<file path="src/rtl/mem_access_pkg.sv">
// Shared types for the memory access unit: access size and FSM state encodings.
// Latency: n/a (types only).
// Backpressure: n/a.
package mem_access_pkg;

   // Access size as carried on req_size
   typedef enum logic [1:0] {
      SZ_B = 2'b00,
      SZ_H = 2'b01,
      SZ_W = 2'b10,
      SZ_D = 2'b11
   } mem_size_t;

   // Request sequencing states
   typedef enum logic [2:0] {
      IDLE  = 3'd0,
      READ  = 3'd1,
      DATA  = 3'd2,
      WRITE = 3'd3,
      RESP  = 3'd4
   } mas_state_t;

endpackage

</file>
<file path="src/rtl/mem_lane_format.sv">
// Load extension and read-modify-write byte merge for the low 1/2/4/8 bytes.
// Latency: combinational.
// Backpressure: none (pure function of its inputs).
module mem_lane_format
   import mem_access_pkg::*;
(
   input  logic [1:0]  size,
   input  logic        is_unsigned,
   input  logic [63:0] rdata,
   input  logic [63:0] wdata,
   output logic [63:0] ext_out,
   output logic [63:0] merge_out
);

   // Select the lane width; doublewords pass straight through both paths
   always_comb begin
      ext_out   = rdata;
      merge_out = wdata;
      case (mem_size_t'(size))
         SZ_B: begin
            ext_out   = {{56{~is_unsigned & rdata[7]}}, rdata[7:0]};
            merge_out = {rdata[63:8], wdata[7:0]};
         end
         SZ_H: begin
            ext_out   = {{48{~is_unsigned & rdata[15]}}, rdata[15:0]};
            merge_out = {rdata[63:16], wdata[15:0]};
         end
         SZ_W: begin
            ext_out   = {{32{~is_unsigned & rdata[31]}}, rdata[31:0]};
            merge_out = {rdata[63:32], wdata[31:0]};
         end
         default: begin
            ext_out   = rdata;
            merge_out = wdata;
         end
      endcase
   end

endmodule

</file>
<file path="src/rtl/mem_access_unit.sv">
// Load/store front end for memory_64: one request at a time, sized loads, RMW partial stores.
// Latency from accept: load 3, doubleword store 2, partial store 4 cycles.
// Backpressure: req_ready low from accept until RESP completes; response cannot be stalled.
module mem_access_unit
   import mem_access_pkg::*;
#(
   parameter int ADDR_W = 64,
   parameter int DATA_W = 64
) (
   input  logic              Clk,
   input  logic              Reset_n,
   input  logic              req_valid,
   output logic              req_ready,
   input  logic              req_write,
   input  logic [1:0]        req_size,
   input  logic              req_unsigned,
   input  logic [ADDR_W-1:0] req_addr,
   input  logic [DATA_W-1:0] req_wdata,
   output logic              resp_valid,
   output logic [DATA_W-1:0] resp_rdata,
   output logic [ADDR_W-1:0] mem_raddr,
   output logic [ADDR_W-1:0] mem_waddr,
   output logic [DATA_W-1:0] mem_wdata,
   output logic              mem_wr,
   input  logic [DATA_W-1:0] mem_rdata
);

   mas_state_t        state_q, state_d;
   logic [ADDR_W-1:0] addr_q, addr_d;
   logic [1:0]        size_q, size_d;
   logic              uns_q, uns_d;
   logic              write_q, write_d;
   logic [DATA_W-1:0] wdata_q, wdata_d;
   logic [DATA_W-1:0] rdata_q, rdata_d;
   logic [DATA_W-1:0] ext_val;
   logic [DATA_W-1:0] merge_val;

   mem_lane_format u_fmt (
      .size        (size_q),
      .is_unsigned (uns_q),
      .rdata       (mem_rdata),
      .wdata       (wdata_q),
      .ext_out     (ext_val),
      .merge_out   (merge_val)
   );

   // Both memory addresses track the latched request address; write data is the staged word
   assign mem_raddr  = addr_q;
   assign mem_waddr  = addr_q;
   assign mem_wdata  = wdata_q;
   assign resp_rdata = rdata_q;

   // Next-state and state-decoded outputs (mem_wr comes only from state_q, so no glitches)
   always_comb begin
      state_d    = state_q;
      addr_d     = addr_q;
      size_d     = size_q;
      uns_d      = uns_q;
      write_d    = write_q;
      wdata_d    = wdata_q;
      rdata_d    = rdata_q;
      req_ready  = 1'b0;
      resp_valid = 1'b0;
      mem_wr     = 1'b0;
      case (state_q)
         IDLE: begin
            req_ready = 1'b1;
            if (req_valid) begin
               addr_d  = req_addr;
               size_d  = req_size;
               uns_d   = req_unsigned;
               write_d = req_write;
               wdata_d = req_wdata;
               // A full doubleword store needs no read of the old contents
               if (req_write && (mem_size_t'(req_size) == SZ_D)) state_d = WRITE;
               else                                               state_d = READ;
            end
         end
         READ: state_d = DATA;
         DATA: begin
            if (write_q) begin
               wdata_d = merge_val;
               state_d = WRITE;
            end else begin
               rdata_d = ext_val;
               state_d = RESP;
            end
         end
         WRITE: begin
            mem_wr  = 1'b1;
            rdata_d = '0;   // store responses report zero
            state_d = RESP;
         end
         RESP: begin
            resp_valid = 1'b1;
            state_d    = IDLE;
         end
         default: state_d = IDLE;
      endcase
   end

   // State and request registers; reset aborts any in-flight request without a response
   always_ff @(posedge Clk or negedge Reset_n) begin
      if (!Reset_n) begin
         state_q <= IDLE;
         addr_q  <= '0;
         size_q  <= 2'b00;
         uns_q   <= 1'b0;
         write_q <= 1'b0;
         wdata_q <= '0;
         rdata_q <= '0;
      end else begin
         state_q <= state_d;
         addr_q  <= addr_d;
         size_q  <= size_d;
         uns_q   <= uns_d;
         write_q <= write_d;
         wdata_q <= wdata_d;
         rdata_q <= rdata_d;
      end
   end

endmodule
</file>
<file path="config.mk">
export PLATFORM = sky130hd
export DESIGN_NAME = mem_access_unit
export DESIGN_NICKNAME = d
export VERILOG_FILES = /design/src/rtl/mem_access_pkg.sv /design/src/rtl/mem_lane_format.sv /design/src/rtl/mem_access_unit.sv
export SDC_FILE = /design/constraint.sdc
export NUM_CORES = 1
export LEC_CHECK = 0
export ABC_AREA = 0
export CORE_AREA = 3 3 176 178
export CTS_BUF_LIST = sky130_fd_sc_hd__clkbuf_4 sky130_fd_sc_hd__clkbuf_8
export DETAILED_ROUTE_END_ITERATION = 7
export DIE_AREA = 0 0 179 181
export GPL_TIMING_DRIVEN = 0
export PLACE_DENSITY = 0.65
export SLEW_MARGIN = 20
export SYNTH_ARGS = -nofsm -noshare
export SYNTH_HDL_FRONTEND = slang
export SYNTH_SLANG_ARGS = --single-unit
</file>
<file path="constraint.sdc">
create_clock -name Clk -period 2.88 [get_ports Clk]
set_input_delay 0.432 -clock Clk [delete_from_list [all_inputs] [get_ports Clk]]
set_output_delay 0.432 -clock Clk [all_outputs]
set_load 0.05 [all_outputs]
</file>
==> results of run 1 <==
==> cell families (layout without fill, tap and decap cells) <==
logic type	count (synthesis)	in the layout	share of synthesized area, %
other cells	0	1	0
compound gates	97	97	9.52
flops	199	199	54.2
fa+ha+maj	4	4	0.545
mux	113	113	13.8
simple gates	293	293	13.8
buf+inv	126	618	8.12
==> worst paths after layout <==
check                      slack, ps        endpoint
setup / recovery                 160      resp_valid
setup reg to reg                 310  resp_rdata[43]
max in group asynchronous       1640   mem_raddr[10]
min in group Clk                 470    mem_wdata[5]
hold reg to reg                  470    mem_wdata[5]
hold / removal                   430  resp_rdata[45]
==> metal layers <==
| layer | part of all wire, % | vias up | wire (um) |
|---|---|---|---|
| met4 | 1.4 | 2 | 481 |
| met1 | 37 | 3879 | 12400 |
| met5 | 0.039 | - | 13 |
| met2 | 53 | 301 | 17900 |
| li1 | - | 3728 | - |
| met3 | 8.4 | 26 | 2810 |
==> area by class of cell <==
| class | instances | area, um^2 | area share [%] |
|---|---|---|---|
| Antenna cell | 1 | 2.50 | 0.0170 |
| Buffer | 121 | 727 | 4.94 |
| Clock buffer | 19 | 249 | 1.69 |
| Clock inverter | 12 | 153 | 1.04 |
| Inverter | 5 | 18.8 | 0.127 |
| Multi-Input combinational cell | 507 | 3460 | 23.5 |
| Sequential cell | 199 | 4980 | 33.8 |
| Tap cell | 390 | 488 | 3.31 |
| Timing Repair Buffer | 461 | 4650 | 31.6 |
==> state kept, by name, indices dropped and copies added, names as in the netlist <==
| register | flops |
|---|---|
| state_q | 3 |
| write_q | 1 |
| size_q | 2 |
| mem_raddr | 64 |
| uns_q | 1 |
| mem_wdata | 64 |
| resp_rdata | 64 |
==> worst max-delay path: stages, from the launching register on <==
cell,delay [ps]
dfrtp_1,470
buf_2,230
nor2_1,160
and2_1,140
clkdlybuf4s50_1,830
==> cells in the final DEF, fill, tap and decap left out, types with 4 or more instances in the layout <==
| master | count |
|---|---|
| buf_2 | 23 |
| clkbuf_1 | 23 |
| nand2_1 | 232 |
| inv_1 | 5 |
| clkbuf_8 | 17 |
| buf_1 | 10 |
| buf_4 | 66 |
| a22o_1 | 16 |
| clkinv_2 | 4 |
| o2bb2ai_1 | 24 |
| a21oi_1 | 8 |
| mux2_2 | 110 |
| o21ai_0 | 10 |
| nand3_1 | 8 |
| clkdlybuf4s50_1 | 455 |
| a32o_1 | 32 |
| nand2b_1 | 34 |
| ha_1 | 4 |
| dfrtp_1 | 199 |
==> per-stage QoR <==
step                      TNS [ps]  setup WS [ps]  hold WS (ps)  area, um^2  std cells
after global routing             0           34.9           435       14700       1715
after floorplan                  0            724           136        9190        832
after CTS                        0            130           416       14700       1714
after detailed placement     -1920           -111           352       14300       1681
final                            0            160           433       14700       1715
after global placement    -1512940          -7620           453       14200       1679
==> timing repair <==
action	in CTS	in global routing
setup endpoints to repair	1	0
hold endpoints to repair	42	0
gates resized for setup	1	0
hold buffers	1	0
buffers inserted	1	0
==> run summary, run 1 <==
Share of layout cells above drive strength 1 - 18.2%
Top_reg_cell synth - dfrtp_1
Clock-pin slew on the worst setup and hold paths - 110 ps
Yosys reg bits - 199
Critical path type - flop to primary output
Worst Hold Class - input pin to asynchronous set/reset pin
CTS Buffer Depth - 2
Setup Skew - 19.5 ps
Initial antenna violation count - 2
Post-layout nets - 1515
RSZ-0062 raised after global routing - no
Ys async rst share - 100%
Die ar. - 0.0324 mm^2
Clock Latency Late Sink - 470 ps
Fillcell total - 2741
Top cell type's share of synthesized area - 54.2%
Avg Vias per Cell - 4.63
Least-Margin Pin Slew - 889 ps
Critical Path Source - state_q[1]
IO Pins - 458
Largest net degree at the start of global routing - 87
CP startpoint kind - flop
DRT Pass-1 Iters - 4
Antenna Nets Post-Route - 0
Slew Limit Headroom - 40.6%
Crit path DAT - 2290 ps
Cell area after synthesis - 0.00919 mm^2
Final Hold Vio Count - 0
CTS Buf Count - 17
Syn-to-layout area delta - 60.3%
Critical path peak fanout - 10
Maxcap violations - 0
First-pass GRT wire length - 48800 um
Root Driver - clkbuf_8
Clock sink count - 199
Synth area leaders - dfrtp_1 54%, mux2_2 13%, nand2_1 9.5%
Detailed Place HPWL - 26600 um
WL final - 33600 um
CP Capture Type - primary output
H-tree levels - 4
Vias in the first global route - 8113
Top-count cell post-synth - nand2_1
Global routing usage on met3 - 6.49%
WL/cell - 19.6 um
Synth unique cells - 37
Reg2Reg Depth - 6
CTS tree - done
Final core utilization - 49.8%
Die Wd - 179 um
IO Port Bufs - 457
Core area - 0.0296 mm^2
Syn nets - 1035
Worst Path Required - 2450 ps
Fmax - 0.368 GHz
Commonest cells post-synth - 232 x nand2_1, 199 x dfrtp_1, 110 x mux2_2, 65 x buf_4, 34 x nand2b_1
Total gr overflow - 0
Most Used Layer, Global Route - met2
DR DRC count - 0
Initial Util - 31.1%
Final Wtd Congestion - 0.785
Beginning of the worst register-to-register path - size_q[0]
Sequential cell area fraction in the yosys report - 54.2%
Gr usage total - 20.0%
Yosys Warn Count - 0
Number of synthesized flops with an enable pin - 0
Drt initial violations - 290
Met1 usage - 21.5%
Cell taking the most area after synthesis - dfrtp_1
Die Ht - 181 um
Via count - 7936
Max Slew Vio Count - 0
Synth Area per Inst - 11.0 um^2
GR Layer Usage met2 - 37.6%
Gate Count Post-Synth - 832
Final setup viols - 0
Tcrit/Tclk final - 94.4%
Cell Rows - 63
Fin crit period - 2720 ps
Status - completed
Power of run 1 is not shown: default switching activity piles up to over one toggle a cycle in this logic, so the estimate is an artifact.
==> run 2, diff against run 1 <==
--- a/config.mk
+++ b/config.mk
@@ -12,6 +12,7 @@
 export DIE_AREA = 0 0 179 181
 export GPL_TIMING_DRIVEN = 0
 export PLACE_DENSITY = 0.65
+export SETUP_SLACK_MARGIN = 0.2
 export SLEW_MARGIN = 20
 export SYNTH_ARGS = -nofsm -noshare
 export SYNTH_HDL_FRONTEND = slang
==> run 2 against run 1 <==
Effect of this change:
- register-to-register slack improved by 70 ps
- design area about the same
- global-route usage is the same
- die area stayed put
- first-iteration DRC count rose by 0.34%
- critical path depth up 2
- wire length about the same
- setup slack gained 220 ps
- sequential share of layout area about the same
==> run summary, run 2 (synthesis gave the netlist of run 1 again) <==
Drt initial violations - 291
Multi-input combinational cell area - 0.00346 mm^2
Fillcell total - 2740
Detailed Place HPWL - 26600 um
Tcrit/Tclk final - 87.0%
First-pass GRT wire length - 48800 um
Core area - 0.0296 mm^2
Largest net degree at the start of global routing - 87
WL/cell - 19.6 um
CTS tree - done
Via count - 7935
IO Port Bufs - 457
Reg area - 0.00498 mm^2
Antenna Nets Post-Route - 0
CP Capture Type - flop
Gr usage total - 20.0%
Syn-to-layout area delta - 60.4%
WL final - 33600 um
Final Hold Vio Count - 0
Die Wd - 179 um
WHS - 434 ps
Total gr overflow - 0
CTS Buffer Depth - 2
Status - completed
Die Ht - 181 um
Least-Margin Pin Slew - 890 ps
Setup Total Neg Slack - 0 ps
Critical path type - flop to flop
Post-layout nets - 1515
Crit path DAT - 2850 ps
Post-Layout Cell Count - 1715
DR DRC count - 0
Stages on the worst setup path - 6
CTS Buf Count - 17
Final setup viols - 0
CP max-delay cell - a2111oi_4
Clock sink count - 199
Beginning of the worst register-to-register path - size_q[0]
Critical Path Source - size_q[0]
Vias in the first global route - 8113
Worst setup endpoint - mem_wdata[25]
Avg Vias per Cell - 4.63
Fmax - 0.399 GHz
IO Pins - 458
Max Slew Vio Count - 0
Critical path peak fanout - 10
Worst Path Required - 3220 ps
Worst Path Buf+Inv - 2
Commonest cells after routing, fill and taps aside - 453 x clkdlybuf4s50_1, 232 x nand2_1, 199 x dfrtp_1
Die ar. - 0.0324 mm^2
Initial antenna violation count - 2
Place WS - -111 ps
Placed insts - 1681
CP startpoint kind - flop
Clock Latency Late Sink - 470 ps
Cells along the critical path - inv_1, ha_1, o21bai_1, a2111oi_4, buf_4, mux2_2
Setup Skew - 19.0 ps
H-tree levels - 4
Cell Rows - 63
Largest stage delay, worst path - 740 ps
Share of layout cells above drive strength 1 - 18.3%
Most frequent standard cell in the layout excluding fill and tap cells - clkdlybuf4s50_1
Final Wtd Congestion - 0.785
Slew Limit Headroom - 40.5%
Maxcap violations - 0
Setup ws final - 375 ps
Root Driver - clkbuf_8
Clock-pin slew on the worst setup and hold paths - 110 ps
Fin crit period - 2500 ps
Worst reg2reg setup slack - 380 ps
Reg-to-Reg End - mem_wdata[25]
CP delay by family, top - compound AO/OA/AOI/OAI gates
DRT Pass-1 Iters - 5
RSZ-0062 raised after global routing - no
Reg2Reg Depth - 6
Worst Hold Class - input pin to asynchronous set/reset pin
Initial Util - 31.1%
==> run 2: cell count changes in the layout (fill, tap and decap cells not counted) <==
cell             change
a22oi_1              -1
a22oi_2              +1
clkdlybuf4s50_1      -2
dlygate4sd2_1        +2
==> run 2: per-stage QoR <==
stage	util (%)	cell area [um^2]
after floorplan	-	9190
after global placement	48.2	14200
after detailed placement	48.4	14300
after CTS	49.8	14700
after global routing	49.8	14700
final	49.8	14700
==> run 2: metal layers <==
metal	global-route usage, %	routed length (um)	share of wire, %
met5	0	13	0.039
met3	6.49	2840	8.5
met4	4.64	514	1.5
met2	37.6	17800	53
met1	21.5	12400	37
==> run 2: final cells by class <==
cell class | count | area share [%]
inverter | 5 | 0.127
timing repair buffer | 461 | 31.6
buffer | 121 | 4.94
sequential | 199 | 33.8
tap | 390 | 3.31
clock buffer | 19 | 1.69
antenna | 1 | 0.0170
clock inverter | 12 | 1.04
multi-input combinational | 507 | 23.5
==> run 2: how the worst min path moves through the flow <==
stage / start / end / slack, ps / cells past startpoint
finish: Reset_n / resp_rdata[45] / 430 / 2
global route: Reset_n / mem_wdata[17] / 440 / 2
CTS: Reset_n / resp_rdata[45] / 420 / 2
detailed placement: Reset_n / mem_wdata[17] / 350 / 1
global placement: mem_wdata[5] / mem_wdata[5] / 450 / 2
floorplan: Reset_n / mem_raddr[0] / 140 / 0
==> run 2: worst reg2reg max path, stage by stage, from the launching register on <==
cell,delay [ps]
dfrtp_1,410
inv_1,90
ha_1,260
o21bai_1,210
a2111oi_4,740
buf_4,320
mux2_2,360
==> run 2: timing repair <==
action                                 in CTS  in global routing
setup buffers                               1                  0
hold buffers                                1                  0
pin swaps                                   1                  0
resized for setup                           3                  1
gates cloned                                0                  0
setup endpoints to repair                   3                 30
endpoints found under the hold margin      42                  0
Power of run 2 is left out for the same reason.
